[src/rtl/mux_arb_2x1_pkg.sv]
// Shared types and constants for the 2:1 round-robin operand select arbiter.
package mux_arb_2x1_pkg;
  localparam int DATA_W_DEF = 8;

  typedef logic src_t;

  localparam src_t SRC_A = 1'b0;
  localparam src_t SRC_B = 1'b1;
endpackage

[src/rtl/mux_arb_2x1_rr_pick_2.sv]
// Two-way round-robin pick: a lone requester wins, ties go to the source that did not win last.
module rr_pick_2
  import mux_arb_2x1_pkg::*;
(
  input  logic [1:0] valid,
  input  src_t       last_src,
  output src_t       grant,
  output logic       any_valid
);
  always_comb begin
    grant = src_t'(~last_src);
    if (valid == 2'b01)      grant = SRC_A;
    else if (valid == 2'b10) grant = SRC_B;
  end

  assign any_valid = |valid;
endmodule

[src/rtl/mux_arb_2x1.sv]
// Round-robin 2:1 byte select with a single-entry output register and valid/ready on all sides.
// Optional per-source saturating transfer counters under MUX_ARB_STATS_EN.
module mux_arb_2x1
  import mux_arb_2x1_pkg::*;
#(
  parameter int DATA_W = DATA_W_DEF,
  parameter int CNT_W  = 16
) (
  input  logic              clk,
  input  logic              rst_n,
  input  logic              a_valid,
  input  logic [DATA_W-1:0] a_data,
  output logic              a_ready,
  input  logic              b_valid,
  input  logic [DATA_W-1:0] b_data,
  output logic              b_ready,
  output logic              out_valid,
  output logic [DATA_W-1:0] out_data,
  output src_t              out_src,
  input  logic              out_ready,
  output src_t              sel,
  output logic [CNT_W-1:0]  cnt_a,
  output logic [CNT_W-1:0]  cnt_b
);
  src_t last_src;
  src_t grant;
  logic any_valid;
  logic load;

  rr_pick_2 u_pick (
    .valid     ({b_valid, a_valid}),
    .last_src  (last_src),
    .grant     (grant),
    .any_valid (any_valid)
  );

  // Register accepts when empty or being drained in the same cycle.
  assign load    = ~out_valid | out_ready;
  assign sel     = grant;
  assign a_ready = load & a_valid & (grant == SRC_A);
  assign b_ready = load & b_valid & (grant == SRC_B);

  always_ff @(posedge clk or negedge rst_n) begin
    if (!rst_n) begin
      out_valid <= 1'b0;
      out_data  <= '0;
      out_src   <= SRC_A;
      last_src  <= SRC_B;
    end else if (load) begin
      if (any_valid) begin
        out_data  <= sel ? b_data : a_data;
        out_src   <= grant;
        out_valid <= 1'b1;
        last_src  <= grant;
      end else begin
        out_valid <= 1'b0;
      end
    end
  end

`ifdef MUX_ARB_STATS_EN
  logic [CNT_W-1:0] cnt_a_q, cnt_b_q;

  always_ff @(posedge clk or negedge rst_n) begin
    if (!rst_n) begin
      cnt_a_q <= '0;
      cnt_b_q <= '0;
    end else begin
      if (a_ready && cnt_a_q != '1) cnt_a_q <= cnt_a_q + 1'b1;
      if (b_ready && cnt_b_q != '1) cnt_b_q <= cnt_b_q + 1'b1;
    end
  end

  assign cnt_a = cnt_a_q;
  assign cnt_b = cnt_b_q;
`else
  assign cnt_a = '0;
  assign cnt_b = '0;
`endif
endmodule
[config.mk]
export PLATFORM = sky130hd
export DESIGN_NAME = mux_arb_2x1
export DESIGN_NICKNAME = d
export VERILOG_FILES = /design/src/rtl/mux_arb_2x1_pkg.sv /design/src/rtl/mux_arb_2x1_rr_pick_2.sv /design/src/rtl/mux_arb_2x1.sv
export SDC_FILE = /design/constraint.sdc
export NUM_CORES = 1
export LEC_CHECK = 0
export BUFFER_PORTS_ARGS = -buffer_cell sky130_fd_sc_hd__buf_4
export CORE_MARGIN = 4
export CORE_UTILIZATION = 33
export DETAILED_ROUTE_END_ITERATION = 8
export MAX_ROUTING_LAYER = met4
export PLACE_DENSITY = 0.66
export SLEW_MARGIN = 10
export SYNTH_ARGS = -nofsm -noshare
export SYNTH_HDL_FRONTEND = slang
export SYNTH_SLANG_ARGS = --single-unit
export TNS_END_PERCENT = 5
[constraint.sdc]
create_clock -name clk -period 1.25 [get_ports clk]
set_input_delay 0.0625 -clock clk [delete_from_list [all_inputs] [get_ports clk]]
set_output_delay 0.0625 -clock clk [all_outputs]
set_load 0.01 [all_outputs]
# Word-level counts from Yosys, hierarchy flattened
# Cells that the tools add are included.
dict set report word_totals {
  ff_bits 11
  latchBits 0
  ram_bits 0
  romBits 0
  inputBits 21
  output_inout_bits 45
  memories 0
}
dict set report op_classes {
  n_addsub 0
  mul 0
  n_div 0
  n_lt_le_gt_ge 0
  n_eq_ne 2
  shift 0
  muxes 4
  bitwise_logic 8
  reduce_logical 2
}
# op count
set ops {}
lappend ops {{$mux W8} 1}
lappend ops {{$and A1 B1 Y1} 4}
lappend ops {{$mux W1} 3}
lappend ops {{$not A1 Y1} 3}
lappend ops {{$eq A2 B1 Y1 const B} 1}
lappend ops {{$eq A2 B2 Y1 const B} 1}
lappend ops {{$reduce_and A2 Y1} 1}
lappend ops {{$reduce_or A2 Y1} 1}
lappend ops {{$or A1 B1 Y1} 1}

# Depth between registers and ports, before layout
# Gate-level depths: netlist of the first run.
dict set report logic_depth {
  depth_word 5
  mapped_depth 5
  depth_no_buf 3
}

# Hierarchy
# A second synthesis of the first run with hierarchy kept.
dict set report hier_totals {
  hier_cells 83
  hier_area_um2 814.5
}
# mod instances cells_per_inst area_each_um2 seq_area_each_um2
set by_module_without_submodules {}
lappend by_module_without_submodules {mux_arb_2x1 1 79 789.5 276.5}
lappend by_module_without_submodules {rr_pick_2 1 4 25.0 0.0}

# Worst setup path before layout of the first run
# Ideal clock, no wire load.
dict set report synth_path {
  path_type {reg-to-reg}
  from {register out_valid}
  to {register out_src}
  arrival_time_ps 1051
  setup_slack_ps 68
  path_stages_with_launch 5
  n_path_buf 1
  path_cell_list {dfrtp_1 > nor2b_1 > buf_2 > a211oi_2 > nor2_1}
}
dict set report synth_via {
  elab_chain_cells 3
}
# item line_no
set synth_lines {}
lappend synth_lines {{start: declaration} mux_arb_2x1.sv:17} ;# output logic out_valid,
lappend synth_lines {{start signal: assignment} mux_arb_2x1.sv:45} ;# out_valid <= 1'b0;
lappend synth_lines {{start signal: assignment} mux_arb_2x1.sv:53} ;# out_valid <= 1'b1;
lappend synth_lines {{start signal: assignment} mux_arb_2x1.sv:56} ;# out_valid <= 1'b0;
lappend synth_lines {{$not A1 Y1} mux_arb_2x1.sv:38} ;# assign load = ~out_valid | out_ready;
lappend synth_lines {{$or A1 B1 Y1} mux_arb_2x1.sv:38}
lappend synth_lines {{$reduce_and A2 Y1 (no line)} -}
lappend synth_lines {{end signal: assignment} mux_arb_2x1.sv:52} ;# out_src <= grant;
lappend synth_lines {{end: declaration} mux_arb_2x1.sv:19} ;# output src_t out_src,
# Every way passes these cells.
# A chain may end at the register's enable or synchronous reset.

# Worst setup path in the final report of the first run
dict set report layout_path {
  from {register last_src}
  to {output sel}
}
dict set report layout_via {
  elab_chain_cells 3
}
# item line_no
set layout_lines {}
lappend layout_lines {{start: declaration} mux_arb_2x1.sv:25} ;# src_t last_src;
lappend layout_lines {{start signal: assignment} mux_arb_2x1.sv:54} ;# last_src <= grant;
lappend layout_lines {{$not A1 Y1} mux_arb_2x1_rr_pick_2.sv:11} ;# grant = src_t'(~last_src);
lappend layout_lines {{$mux W1} mux_arb_2x1_rr_pick_2.sv:13} ;# else if (valid == 2'b10) grant = SRC_B;
lappend layout_lines {{$mux W1} mux_arb_2x1_rr_pick_2.sv:12} ;# if (valid == 2'b01) grant = SRC_A;
lappend layout_lines {{end: declaration} mux_arb_2x1.sv:21} ;# output src_t sel,
# Every way passes these cells.

==> summary.md, run 1 <==
| Metric | Value |
|---|---|
| Worst vdd ir | `0.000408 V` |
| Proportion of layout cells with a drive suffix above 1 | `0.398` |
| Area share of the largest cell type after synthesis | `0.287` |
| Routed wire length per instance | `15.0 um` |
| Syn avg cell area | `8.91 um^2` |
| Number of global-route vias before repair | `718` |
| CTS tree | `done` |
| Unrepaired setup endpoints after global routing | `true` |
| Number of levels the H-tree was split into | `1` |
| Clock latency of the later-clocked register in the worst-skew pair | `0.27 ns` |
| Number of warnings reported in the yosys synthesis log | `0` |
| Final layout net count | `155` |
| Crit. End Element | `output port` |
| Cell row count | `18` |
| Wire length of the first global-routing pass | `3440 um` |
| Outcome | `finished, violations left` |
| Synth Flop Type | `dfrtp_1` |
| Accumulated negative setup slack | `-0.221 ns` |
| Ranking of synthesized cells by area | `dfrtp_1 (29%), buf_4 (28%), o2111ai_1 (16%)` |
| Antenna Diode Count | `0` |
| Overall die width | `59.4 um` |
| GRT overflow | `0` |
| Worst EP arrival | `1.30 ns` |
| WS Path Type | `reg2out` |
| Worst EP required | `1.19 ns` |
| Number of failing setup endpoints in the final timing report | `4` |
| Post-Place Worst Slack | `-0.00976 ns` |
| Placed Instance Area | `1010 um^2` |
| Share of synthesized area occupied by flip-flops and latches | `0.317` |
| Number of antenna violations at the first check in global routing | `0` |
| Fraction of the cycle the final worst path needs | `1.09` |
| Die extent in y | `59.4 um` |
| Clock transition time at the flip-flop clock pins of the worst setup and hold paths | `0.07 ns` |
| Overall power consumption | `1210 uW` |
| Detailed-placement wirelength estimate | `1740 um` |
| Pwr/cell area | `1090 nW/um^2` |
| Cell at the root of the clock tree | `clkbuf_4` |
| Last weighted congestion value of the routability-driven placer | `0.753` |
| Startpoint kind of the worst setup timing path | `register` |
| Synthesis-to-finish area growth | `27.1%` |
| Setup WS post-layout | `-0.109 ns` |
| Number of pins exceeding their max-slew limit in the final report | `0` |
| Crit-path max FO | `4` |
| Initial cell density of the core | `0.349` |
| Final min period | `1.36 ns` |
| Sum of routed wire length over all layers | `2450 um` |
| Count of buffers from port buffering | `33` |
| Most repeated cell in the gate-level netlist after synthesis | `buf_4` |
| Number of filler cells placed in the layout | `252` |
| Hold Path Class | `in2reg` |
| Leakage power | `0.000542 uW` |
| Highest attainable clock frequency | `0.736 GHz` |
| Area taken by multi-input logic gates | `453 um^2` |
| Area of all placed cells without fillers | `1110 um^2` |
| Distinct cells, synth | `21` |
| Number of synthesized flops with an enable pin | `0` |
| Post-Synthesis Cell Area | `873 um^2` |
| Per-cell via count in the routed design | `4.88` |
| Sinks on Clock Net | `11` |
| Final standard cell utilization of the core | `0.444` |
| 1st-iter DRT viols | `20` |
| Violations in the final reports | `setup timing` |
| Cells after synthesis | `98` |
| Synthesis-stage register bit count | `11` |
| Largest net degree at the start of global routing | `16` |
| IO Count | `66` |
| Number of buffers created by CTS | `3` |
| Maximum capacitance violations | `0` |
| Largest buffer count on any clock path | `2` |
| Flip-flop and latch area | `277 um^2` |
| Final Skew | `0.000613 ns` |
| DIE AREA | `3530 um^2` |
| Library cell occupying the most area in the post-synthesis netlist | `dfrtp_1` |
| Via count | `795` |
| Final ANT Viol Nets | `0` |
| Most frequent cells after synthesis | `buf_4 (33), o2111ai_1 (16), dfrtp_1 (10), o21ai_0 (9), nand3_1 (8)` |
| Area of the core | `2500 um^2` |
| Async S/R FF share, synth | `1.00` |
| Worst reg2reg setup slack | `0 ns` |
| Total routing usage reported by global routing | `0.131` |
| Final hold violation count | `0` |
| Number of search-and-repair iterations in the first detailed-routing pass | `4` |
| DRC errors left | `0` |
-- where the power goes --
part	switching, uW	internal [uW]
Clock	127	124
Combinational	277	223
Sequential	38.4	422
Total	442	769
-- cell type report --
class,instances,area share
clock buffers,4,0.0237
inverters,3,0.0124
multi-input cells,76,0.408
flip-flops and latches,11,0.249
well taps,30,0.0338
repair buffers,39,0.273
-- stage by stage --
step                      instances  hold slack (ns)
final                           163           0.0530
after global routing            163           0.0643
after CTS                       163           0.0558
after detailed placement        156          -0.0926
after global placement          156          -0.0925
after floorplan                 129           -0.233
-- worst max-delay path, cell delays in order (launching register included) --
cell and delay, ns:
dfstp_2 0.56, inv_4 0.05, maj3_2 0.29, buf_6 0.12
-- path summary, 6_finish.rpt --
| path | startpoint | to | cells past startpoint |
|---|---|---|---|
| min in group asynchronous | rst_n | out_data[4] | 2 |
| hold reg to reg | out_src | out_src | 2 |
| hold / removal | b_data[5] | out_data[5] | 3 |
| setup / recovery | last_src | sel | 3 |
| setup reg to reg | last_src | out_data[4] | 5 |
| max in group asynchronous | rst_n | last_src | 2 |
-- sequential cells by signal (all words and copies together), names as in the netlist --
signal and count:
last_src 1, out_data 8, out_src 1, out_valid 1
-- cells by family (layout without fill, tap and decap cells) --
family | Yosys count | count (layout) | share of synthesized area
AOI/OAI and AO/OA | 29 | 29 | 0.244
adders and majority gates | 1 | 1 | 0.0115
buffers and inverters | 42 | 46 | 0.344
DFF | 11 | 11 | 0.317
other | 1 | 32 | 0.00429
and+or+nand+nor | 14 | 14 | 0.0802
-- layout by cell type (no fill, tap or decap), types with 2 or more instances in the layout --
cell        n
buf_4      36
conb_1     32
o2111ai_1  11
dfrtp_1    10
o21ai_0     9
nand3_1     8
o2111ai_2   5
clkbuf_4    3
nand2_1     2
a21oi_1     2
buf_6       2
-- metal layers --
layer | share of wire | global-route usage | up-vias | wire [um]
li1 | - | - | 365 | -
met1 | 0.40 | 0.167 | 388 | 982
met2 | 0.50 | 0.209 | 40 | 1230
met3 | 0.092 | 0.0261 | 2 | 225
met4 | 0.0045 | 0.0388 | 0 | 11
met5 | 0 | - | - | 0
-- what timing repair did --
| item | 4_1_cts | 5_1_grt |
|---|---|---|
| hold buffers | 1 | 0 |
| setup endpoints to repair | 8 | 8 |
| pin swaps | 2 | 5 |
| hold endpoints to repair | 11 | 0 |
| resized for setup | 8 | 3 |
| buffers inserted | 2 | 0 |
(Power assumes the default switching activity.)
==> run 2, diff against run 1 <==
--- a/config.mk
+++ b/config.mk
@@ -9,7 +9,6 @@
 export CORE_MARGIN = 4
 export CORE_UTILIZATION = 33
 export DETAILED_ROUTE_END_ITERATION = 8
-export MAX_ROUTING_LAYER = met4
 export PLACE_DENSITY = 0.66
 export SLEW_MARGIN = 10
 export SYNTH_ARGS = -nofsm -noshare
==> constraint.sdc (replaced) <==
create_clock -name clk -period 1.25 [get_ports clk]
set_input_delay 0.125 -clock clk [delete_from_list [all_inputs] [get_ports clk]]
set_output_delay 0.125 -clock clk [all_outputs]
set_load 0.01 [all_outputs]
==> run 2 against run 1 <==
  * The flow still finishes with violations (setup timing)
  * Sequential share of layout area up 1.1 points
  * Combinational power down 11%
  * Routed wire length down 9.9%
  * Clock power about the same
  * Clock skew up 0.0064 ns
  * Register-to-register slack better by 0.09 ns
  * Final cell count down 0.61%
  * Clock-buffer cell count unchanged
  * Worst hold slack better by 0.069 ns
  * First-iteration DRC count down 30%
  * Flip-flop and latch count unchanged
  * Critical path type unchanged
  * Largest power group is now registers
  * Highest routed layer unchanged
==> summary.md, run 2 (synthesis gave the netlist of run 1 again) <==
| Metric | Value |
|---|---|
| Maximum capacitance violations | `0` |
| Crit-path max FO | `3` |
| Clock transition time at the flip-flop clock pins of the worst setup and hold paths | `0.08 ns` |
| Area of the core | `2500 um^2` |
| CTS tree | `done` |
| Register bank with the most flops | `out_data` |
| Worst vdd ir | `0.000487 V` |
| Sw Ratio | `0.354` |
| Detailed-placement wirelength estimate | `1680 um` |
| DRC errors left | `0` |
| Sequential fraction of design power | `0.396` |
| Global-route track usage on met1 | `0.163` |
| Combinational cell fraction of total power | `0.387` |
| Buffers inserted during post-CTS setup optimization | `0` |
| Number of global-route vias before repair | `735` |
| Setup WS post-layout | `-0.147 ns` |
| Unrepaired setup endpoints after global routing | `true` |
| Number of pins exceeding their max-slew limit in the final report | `0` |
| Overall die width | `59.4 um` |
| Crit. End Element | `output port` |
| Outcome | `finished, violations left` |
| Wire length of the first global-routing pass | `3440 um` |
| Sinks on Clock Net | `11` |
| Number of flip-flops in the largest register | `8` |
| Final min period | `1.40 ns` |
| Initial cell density of the core | `0.349` |
| M3 GR Usage | `0.0327` |
| Last weighted congestion value of the routability-driven placer | `0.770` |
| Hold Path Class | `in2reg` |
| Number of buffers created by CTS | `3` |
| Non-Filler Instances | `162` |
| Number of antenna violations at the first check in global routing | `0` |
| IO Count | `66` |
| Leading cell types in the layout, fill and taps excluded | `buf_4 (36), conb_1 (32), o2111ai_1 (16)` |
| DIE AREA | `3530 um^2` |
| Final hold violation count | `0` |
| Sum of routed wire length over all layers | `2210 um` |
| Clock group share of total power | `0.217` |
| Synthesis-to-finish area growth | `21.9%` |
| Pwr/cell area | `1080 nW/um^2` |
| Highest attainable clock frequency | `0.716 GHz` |
| Met2 Track Usage GR | `0.204` |
| Worst EP arrival | `1.27 ns` |
| Antenna Diode Count | `0` |
| Final standard cell utilization of the core | `0.426` |
| Leakage power | `0.000532 uW` |
| Final layout net count | `154` |
| Fraction of the cycle the final worst path needs | `1.12` |
| Cell row count | `18` |
| Final ANT Viol Nets | `0` |
| Internal power summed over all cells | `742 uW` |
| 1st-iter DRT viols | `14` |
| WS Path Type | `reg2out` |
| Largest net degree at the start of global routing | `19` |
| Final Skew | `0.00705 ns` |
| Count of buffers from port buffering | `33` |
| Switching power summed over all nets | `406 uW` |
| Cell at the root of the clock tree | `clkbuf_4` |
| Per-cell via count in the routed design | `4.72` |
| Total routing usage reported by global routing | `0.127` |
| Violations in the final reports | `setup timing` |
| Grt peak-use layer | `met2` |
| Count of placed standard cells including taps | `157` |
| Number of levels the H-tree was split into | `1` |
| Clock latency of the later-clocked register in the worst-skew pair | `0.27 ns` |
| Via count | `765` |
| Number of failing setup endpoints in the final timing report | `3` |
| Routed wire length per instance | `13.6 um` |
| Startpoint kind of the worst setup timing path | `register` |
| Most common library cell in the layout ignoring fill and taps | `buf_4` |
| Die extent in y | `59.4 um` |
| Proportion of layout cells with a drive suffix above 1 | `0.356` |
| GRT overflow | `0` |
| Largest buffer count on any clock path | `2` |
| Number of search-and-repair iterations in the first detailed-routing pass | `4` |
| Worst EP required | `1.12 ns` |
run 2: cell types whose count changed in the layout (fill, tap and decap cells not counted):
| cell | before | now |
|---|---|---|
| o2111ai_2 | 5 | 0 |
| inv_4 | 1 | 0 |
| o2111ai_1 | 11 | 16 |
| buf_6 | 2 | 1 |
| inv_2 | 1 | 2 |
run 2: final timing paths:
check                           from          end  slack, ns  cells past startpoint
max in group asynchronous      rst_n     last_src       0.80                      2
min reg2reg                  out_src      out_src       0.51                      2
max                         last_src          sel      -0.15                      3
min in group asynchronous      rst_n  out_data[1]       0.22                      2
min                        b_data[5]  out_data[5]       0.12                      3
max reg2reg                 last_src  out_data[7]       0.09                      4
run 2: per-layer routing:
metal,wire length [um],vias to the layer above,share of wire
met5,0,-,0
met4,12,0,0.0054
met3,240,2,0.11
met2,1070,36,0.48
met1,887,363,0.40
li1,-,364,-
run 2: timing repair:
action	CTS	global route
endpoints found under the hold margin	11	0
endpoints found under the setup margin	9	3
hold buffers	1	0
resized for setup	3	1
pin swaps	2	2
run 2: layout make-up:
cell class | instances | area, um^2
Fill cell | 267 | 1440
Clock buffer | 4 | 26.3
Multi-Input combinational cell | 76 | 422
Inverter | 3 | 11.3
Timing Repair Buffer | 38 | 292
Tap cell | 30 | 37.5
Sequential cell | 11 | 277
run 2: critical path, stage by stage (launching register included):
cell	delay (ns)
dfstp_2	0.54
inv_2	0.05
maj3_2	0.29
buf_6	0.12
run 2: per-stage QoR:
step	hold slack, ns	setup TNS (ns)	setup WS [ns]	power [uW]	instance area [um^2]
2_1_floorplan	-0.171	0	0.0676	759	990
3_3_place_gp	-0.0312	0	0.00790	890	1020
3_5_place_dp	-0.0291	-0.0410	-0.0410	895	1020
4_1_cts	0.125	-0.403	-0.159	1150	1060
5_1_grt	0.144	-0.514	-0.190	1230	1060
6_report	0.122	-0.346	-0.147	1150	1060
run 2: power by group through the flow:
stage / Clock (uW) / Sequential [uW] / Combinational, uW
2_1_floorplan: 0 / 484 / 275
3_3_place_gp: 0 / 461 / 429
3_5_place_dp: 0 / 462 / 433
4_1_cts: 256 / 455 / 444
5_1_grt: 269 / 466 / 496
6_report: 249 / 454 / 445
